[src/rtl/fir_sequencer.sv]
// Sequencer for a 16-tap, 4-group FIR datapath: weight/sample valid-ready streams in, result stream out.
// Define FIR_SEQ_WDOG_EN to enable the WAIT-state watchdog and its sticky wdog_err flag.
module fir_sequencer #(
    parameter int NTAPS  = 16,
    parameter int GROUPS = 4
`ifdef FIR_SEQ_WDOG_EN
    ,
    parameter int TIMEOUT = 32
`endif
) (
    input  logic        clk,
    input  logic        rstb,
    input  logic        w_valid,
    input  logic [15:0] w_data,
    output logic        w_ready,
    input  logic        s_valid,
    input  logic [15:0] s_data,
    output logic        s_ready,
    output logic        res_valid,
    output logic [15:0] res_data,
    input  logic        res_ready,
    output logic        fir_wind,
    output logic        fir_load,
    output logic [15:0] fir_data,
    output logic        fir_in_valid,
    input  logic        fir_out_valid,
    input  logic [15:0] fir_out,
    output logic        busy,
    output logic        wdog_err
);

    localparam int WCNT_W = (NTAPS > 1) ? $clog2(NTAPS) : 1;
    localparam int FILL_W = $clog2(NTAPS + 1);
    localparam int GCNT_W = (GROUPS > 1) ? $clog2(GROUPS) : 1;

    typedef enum logic [2:0] {IDLE, WLOAD, DLOAD, RUN, WAIT, OUT} state_t;

    state_t            state_q, state_d;
    logic [WCNT_W-1:0] wcnt_q, wcnt_d;
    logic [FILL_W-1:0] fill_cnt_q, fill_cnt_d;
    logic [GCNT_W-1:0] gcnt_q, gcnt_d;
    logic              fir_wind_q, fir_wind_d;
    logic              fir_load_q, fir_load_d;
    logic [15:0]       fir_data_q, fir_data_d;
    logic              fir_in_valid_q, fir_in_valid_d;
    logic              res_valid_q, res_valid_d;
    logic [15:0]       res_data_q, res_data_d;

`ifdef FIR_SEQ_WDOG_EN
    localparam int WDOG_W = (TIMEOUT > 1) ? $clog2(TIMEOUT) : 1;
    logic [WDOG_W-1:0] wdog_cnt_q, wdog_cnt_d;
    logic              wdog_err_q, wdog_err_d;
`endif

    always_comb begin
        // NOTE: every variable gets a default before the case so no path leaves one unassigned (no latches).
        state_d        = state_q;
        wcnt_d         = wcnt_q;
        fill_cnt_d     = fill_cnt_q;
        gcnt_d         = gcnt_q;
        fir_wind_d     = 1'b0;
        fir_load_d     = 1'b0;
        fir_data_d     = fir_data_q;
        fir_in_valid_d = 1'b0;
        res_valid_d    = res_valid_q;
        res_data_d     = res_data_q;
`ifdef FIR_SEQ_WDOG_EN
        wdog_cnt_d     = '0;
        wdog_err_d     = wdog_err_q;
`endif

        case (state_q)
            IDLE: begin
                if (w_valid) begin
                    state_d = WLOAD;
                end else if (s_valid) begin
                    fir_data_d = s_data;
                    fir_load_d = 1'b1;
                    state_d    = DLOAD;
                end
            end
            WLOAD: begin
                if (w_valid) begin
                    fir_data_d = w_data;
                    fir_wind_d = 1'b1;
                    if (wcnt_q == WCNT_W'(NTAPS - 1)) begin
                        wcnt_d  = '0;
                        state_d = IDLE;
                    end else begin
                        wcnt_d = wcnt_q + WCNT_W'(1);
                    end
                end
            end
            DLOAD: begin
                if (fill_cnt_q != FILL_W'(NTAPS)) begin
                    fill_cnt_d = fill_cnt_q + FILL_W'(1);
                end
                if (fill_cnt_d == FILL_W'(NTAPS)) begin
                    // First group starts the cycle right after the fir_load cycle.
                    fir_in_valid_d = 1'b1;
                    gcnt_d         = '0;
                    state_d        = RUN;
                end else begin
                    state_d = IDLE;
                end
            end
            RUN: begin
                if (gcnt_q == GCNT_W'(GROUPS - 1)) begin
                    gcnt_d  = '0;
                    state_d = WAIT;
                end else begin
                    gcnt_d         = gcnt_q + GCNT_W'(1);
                    fir_in_valid_d = 1'b1;
                end
            end
            WAIT: begin
                if (fir_out_valid) begin
                    res_data_d  = fir_out;
                    res_valid_d = 1'b1;
                    state_d     = OUT;
                end
`ifdef FIR_SEQ_WDOG_EN
                else if (wdog_cnt_q == WDOG_W'(TIMEOUT - 1)) begin
                    wdog_err_d = 1'b1;
                    state_d    = IDLE;
                end else begin
                    wdog_cnt_d = wdog_cnt_q + WDOG_W'(1);
                end
`endif
            end
            OUT: begin
                if (res_ready) begin
                    res_valid_d = 1'b0;
                    state_d     = IDLE;
                end
            end
            default: state_d = IDLE;
        endcase
    end

    always_ff @(posedge clk) begin
        // NOTE: sequential state uses non-blocking assignments so all flops update together at the edge.
        if (!rstb) begin
            state_q        <= IDLE;
            wcnt_q         <= '0;
            fill_cnt_q     <= '0;
            gcnt_q         <= '0;
            fir_wind_q     <= 1'b0;
            fir_load_q     <= 1'b0;
            fir_data_q     <= '0;
            fir_in_valid_q <= 1'b0;
            res_valid_q    <= 1'b0;
            res_data_q     <= '0;
`ifdef FIR_SEQ_WDOG_EN
            wdog_cnt_q     <= '0;
            wdog_err_q     <= 1'b0;
`endif
        end else begin
            state_q        <= state_d;
            wcnt_q         <= wcnt_d;
            fill_cnt_q     <= fill_cnt_d;
            gcnt_q         <= gcnt_d;
            fir_wind_q     <= fir_wind_d;
            fir_load_q     <= fir_load_d;
            fir_data_q     <= fir_data_d;
            fir_in_valid_q <= fir_in_valid_d;
            res_valid_q    <= res_valid_d;
            res_data_q     <= res_data_d;
`ifdef FIR_SEQ_WDOG_EN
            wdog_cnt_q     <= wdog_cnt_d;
            wdog_err_q     <= wdog_err_d;
`endif
        end
    end

    // s_ready is gated by rstb so the stream stays closed while reset is held.
    assign s_ready      = rstb && (state_q == IDLE) && !w_valid;
    assign w_ready      = (state_q == WLOAD);
    assign busy         = (state_q != IDLE);
    assign fir_wind     = fir_wind_q;
    assign fir_load     = fir_load_q;
    assign fir_data     = fir_data_q;
    assign fir_in_valid = fir_in_valid_q;
    assign res_valid    = res_valid_q;
    assign res_data     = res_data_q;
`ifdef FIR_SEQ_WDOG_EN
    assign wdog_err     = wdog_err_q;
`else
    assign wdog_err     = 1'b0;
`endif

endmodule
[config.mk]
export PLATFORM = sky130hd
export DESIGN_NAME = fir_sequencer
export DESIGN_NICKNAME = d
export VERILOG_FILES = /design/src/rtl/fir_sequencer.sv
export SDC_FILE = /design/constraint.sdc
export NUM_CORES = 1
export LEC_CHECK = 0
export CORE_MARGIN = 2
export CORE_UTILIZATION = 41
export DETAILED_ROUTE_END_ITERATION = 16
export PLACE_DENSITY_LB_ADDON = 0.05
export SLEW_MARGIN = 0
export SYNTH_ARGS = -nofsm -noshare
export SYNTH_HDL_FRONTEND = slang
export SYNTH_SLANG_ARGS = --single-unit
[constraint.sdc]
create_clock -name clk -period 2.61 [get_ports clk]
set_input_delay 0.522 -clock clk [delete_from_list [all_inputs] [get_ports clk]]
set_output_delay 0.522 -clock clk [all_outputs]
set_load 0.01 [all_outputs]
Word-level counts from Yosys, hierarchy flattened
Cells that the tools add are included.
- register bits after elaboration: 50
- input bits: 54
- output and inout bits: 40
- logic and storage cells: 76
- add/sub/neg operators: 3
- equality and inequality tests: 18
- multiplexer cells: 27
- bitwise logic cells: 2
- reductions and logical operators: 16
- operators with widths (kind ; number):
    $mux W16 ; 3
    $pmux W16 S2 ; 1
    $mux W3 ; 7
    $pmux W3 S6 ; 1
    $ne A2 B2 Y1 const B ; 7
    $mux W5 ; 2
    $reduce_and A2 Y1 ; 4
    $eq A3 B2 Y1 const B ; 2
    $eq A3 B3 Y1 const B ; 2
    $mux W1 ; 6
    $mux W2 ; 3
    $reduce_and A6 Y1 ; 1
    $reduce_bool A2 Y1 ; 3
    $add A5 B1 Y5 const B ; 1
    $eq A5 B5 Y1 const B ; 1
    $ne A5 B5 Y1 const B ; 1
    $add A4 B1 Y4 const B ; 1
    $eq A4 B4 Y1 const B ; 1
    $mux W4 ; 1
    $pmux W1 S2 ; 2
    $pmux W2 S2 ; 1
    $reduce_and A4 Y1 ; 1
    $eq A3 B1 Y1 const B ; 1
    $logic_not A3 Y1 ; 1
    10 further kinds ; 12

Depth between registers and ports, before layout
- depth after elaboration: 6
- depth in mapped cells: 8
- gate-level depth less buffers: 7

Least setup slack after synthesis
No wires, ideal clock.
- path type: register to register
- start point: register state_q[2]
- end point: register state_q[0]
- library setup time: 67 ps
- arrival time: 1826 ps
- data required time: 2543 ps
- slack: 717 ps
- cell stages (with the launch flop): 8
- path buffers: 2
- period minus slack after synthesis: 1893 ps
- cell sequence: dfxtp_1 > buf_2 > or3b_1 > buf_2 > a2111o_1 > nor4_4 > nor2_1 > o21ai_2
- longest elaborated chain between the ends: 3
- elaborated cells on any way between the ends: 14
- classes of those cells: 11 x eq/ne; 1 x mux; 2 x reduce/logical
- ends and longest elaborated chain (item ; line ; text):
    start: declaration ; 38 ; state_t state_q, state_d;
    start signal: assignment ; 159 ; state_q <= state_d;
    $eq A3 B2 Y1 (tied with other cells) ; 72 ; case (state_q)
    $ne A2 B2 Y1 (no source line) (tied with other cells) ; -- ;
    $reduce_and A6 Y1 (no source line) ; -- ;
Several ways; a longest one is shown, not always the timed one.
A chain may end at the register's enable or synchronous reset.

Worst setup path after layout
- start point: register state_q[2]
- end point: output port s_ready
- longest elaborated chain between the ends: 3
- ends and longest elaborated chain (item ; line ; text):
    $logic_not A3 Y1 ; 177 ; assign s_ready = rstb && (state_q == IDLE) && !w_valid;
    $logic_and A1 B1 Y1 (2 in series) ; 177 ;
    end: declaration ; 18 ; output logic s_ready,
Every way passes these cells.

==> run_results.csv <==
group,metric,value,unit
run_status,status,"finished, final reports clean",
timing,clock_skew,0.01058,ns
global_routing,met1_usage,21.97,%
placed_design,port-buffer-count,92,
cells_and_area,diodes,0,
cts,cts_max_level,2,
floorplan,die_width,79.48,um
global_routing,grt_max_degree,52,
worst_setup_path,reg2reg_to,"state_q[0]",
placed_design,routabilityCongestion,0.7213,
synthesis,yosys_warnings,0,
cts,post-cts-setup-buffers,0,
cells_and_area,fin_cells,419,
global_routing,antenna_found_initial,0,
timing,final-hold-violation-count,0,
cts,ctsResizeCount,0,
global_routing,grt_pass1_vias,1973,
cts,cts_sinks,50,
floorplan,row_count,27,
timing,drv_slew,0,
floorplan,ios,94,
timing,rsz0062_at_grt,"no",
cts,cts_root_buf,"clkbuf_8",
worst_hold_path,holdCritPathClass,"register to register",
power,ir_drop,0.2515,mV
timing,finalCritPeriodShare,95.43,%
routing,via_per_inst,4.936,
floorplan,die_area,6317,sq um
synthesis,yosysUniqueCellTypes,39,
global_routing,grt-ovfl-total,0,
floorplan,core-area,5507,sq um
worst_setup_path,r2r-start,"state_q[1]",
worst_setup_path,crit_fanout,9,
cells_and_area,final_cell_mix,"92 x clkdlybuf4s50_1, 61 x nand2_1, 49 x dfxtp_1",
global_routing,grt_pass1_wl,9025,um
worst_setup_path,r2r_slack,0.39,ns
cells_and_area,area_delta_synth_final,44.72,%
cells_and_area,drive_above_1_share,5.187,%
synthesis,ys.flop_type,"dfxtp_1",
synthesis,synth_edf_count,0,
flow_run,maxCapViolations,0,
global_routing,track_usage,17.93,%
routing,vias,2068,
worst_setup_path,critPathCaptureType,"output port",
routing,first_pass_iters,4,
synthesis,synth_seq_area_share,42.85,%
cts,cts_tree,"yes",
synthesis,synth-seq-cells,50,
synthesis,avgSynthCellArea,8.882,sq um
worst_setup_path,start_kind,"register",
synthesis,netlist_instances,263,
power,p_total,1.712,mW
worst_setup_path,worstPathRequired,2.09,ns
placed_design,hpwl,3827,um
routing,drt-wirelength-per-cell,12.84,um
cells_and_area,nNetsFinal,405,
worst_setup_path,critPathArrivalTime,1.97,ns
timing,setup_tns,0,ns
placed_design,dp_cells,412,
power,power.density,506.4,nW/um^2
timing,min_period,2.491,ns
cts,clk_path_buf_depth,2,
routing,drc,0,
timing,finalSetupViolCount,0,
cts,cts_made_buffers,5,
synthesis,syn_area,2336,sq um
worst_hold_path,worstHoldStart,"res_data[12]",
routing,drtAntennaViolNets,0,
global_routing,busiest_layer,"met2",
power,leakage,1.342,nW
floorplan,start_util,42.42,%
synthesis,syn-num-nets,321,
synthesis,async_reset_ff_share,0,%
global_routing,met2_usage,28.99,%
floorplan,fp.dieH,79.48,um
worst_hold_path,holdPathStages,2,
cts,cts.clk_slew.worst_paths,0.09,ns
cts,ctsHoldBuffers,0,
cells_and_area,layout_commonest_cell,"clkdlybuf4s50_1",
routing,routed_wl,5380,um
timing,clock.fmax,0.4015,GHz
global_routing,grtUsageMet3,7.466,%
worst_setup_path,rr_worst_depth,5,
worst_setup_path,path_class,"register to output port",
worst_hold_path,hold_end,"res_data[12]",
cts,clock_latency,0.30,ns
routing,drtIter0Drc,71,
[cell usage after synthesis (5+ instances only)]
master | count | area [sq um]
a21oi_1 | 5 | 25.02
a21boi_0 | 20 | 150.1
dfxtp_1 | 50 | 1001
nor2b_1 | 6 | 37.54
o211a_1 | 16 | 160.2
nand2_1 | 61 | 229.0
mux2i_1 | 19 | 190.2
nand3_1 | 9 | 45.04
nor2_1 | 7 | 26.28
clkbuf_1 | 14 | 52.55
and2_1 | 5 | 31.28
[routing by layer]
layer	vias up	wire length (um)
met1	945	2489
met5	-	0
met2	49	2409
met4	0	41
li1	1070	-
met3	4	439
[worst max-delay path, cell delays in order (launching register included)]
cell and delay (ns):
dfxtp_1 0.41, or3_1 0.43, nor2_1 0.13, and2_1 0.16, clkdlybuf4s50_1 0.53
[metrics by stage]
| step | cell area (sq um) | worst slack, ns | util [%] | hold WS, ns |
|---|---|---|---|---|
| 6_report | 3381 | 0.1192 | 61.40 | 0.4690 |
| 5_1_grt | 3381 | 0.005632 | 61.40 | 0.4939 |
| 4_1_cts | 3379 | 0.1040 | 61.37 | 0.4720 |
| 3_5_place_dp | 3303 | 0.2989 | 59.99 | 0.4587 |
| 3_3_place_gp | 3303 | 0.3193 | 59.99 | 0.4506 |
| 2_1_floorplan | 2336 | 0.7168 | - | 0.4589 |
[worst max path at each step]
stage | start | slack (ns) | cells after the start | end
6_report | state_q[2] | 0.12 | 4 | s_ready
3_5_place_dp | w_valid | 0.30 | 4 | s_ready
4_1_cts | state_q[0] | 0.10 | 4 | s_ready
2_1_floorplan | state_q[2] | 0.72 | 7 | state_q[0]
5_1_grt | state_q[2] | 0.006 | 4 | s_ready
3_3_place_gp | w_valid | 0.32 | 4 | s_ready
[logic make-up (layout without fill, tap and decap cells)]
logic type / after synthesis / in the layout / synth area share, %
multiplexers: 19 / 19 / 8.141
XOR/XNOR: 5 / 5 / 1.875
adder cells (fa/ha/maj): 4 / 4 / 2.143
flip-flops: 50 / 50 / 42.85
other: 1 / 1 / 0.1605
buffers and inverters: 22 / 106 / 4.232
AND/OR/NAND/NOR: 108 / 108 / 22.23
AO/OA/AOI/OAI: 54 / 54 / 18.37
[flip-flops by register name, summed over array words and instances (netlist names)]
signal,cells
fir_data,16
res_data,16
fill_cnt_q,5
wcnt_q,4
state_q,3
gcnt_q,2
fir_in_valid,1
fir_load,1
fir_wind,1
res_valid,1
[cell type report]
class                   instances  area [sq um]
clock buffers                   7         76.32
multi-input cells             191          1246
well taps                      72         90.09
flip-flops and latches         50          1002
inverters                       2         7.507
fillers                       505          2126
repair buffers                 97         958.4
[where the power goes]
part	switching [mW]	total, mW	internal, mW
Sequential	0.0392	0.852	0.812
Combinational	0.179	0.430	0.251
Clock	0.245	0.430	0.185
Total	0.463	1.71	1.25
No activity file was read; power rests on OpenSTA's default activity.
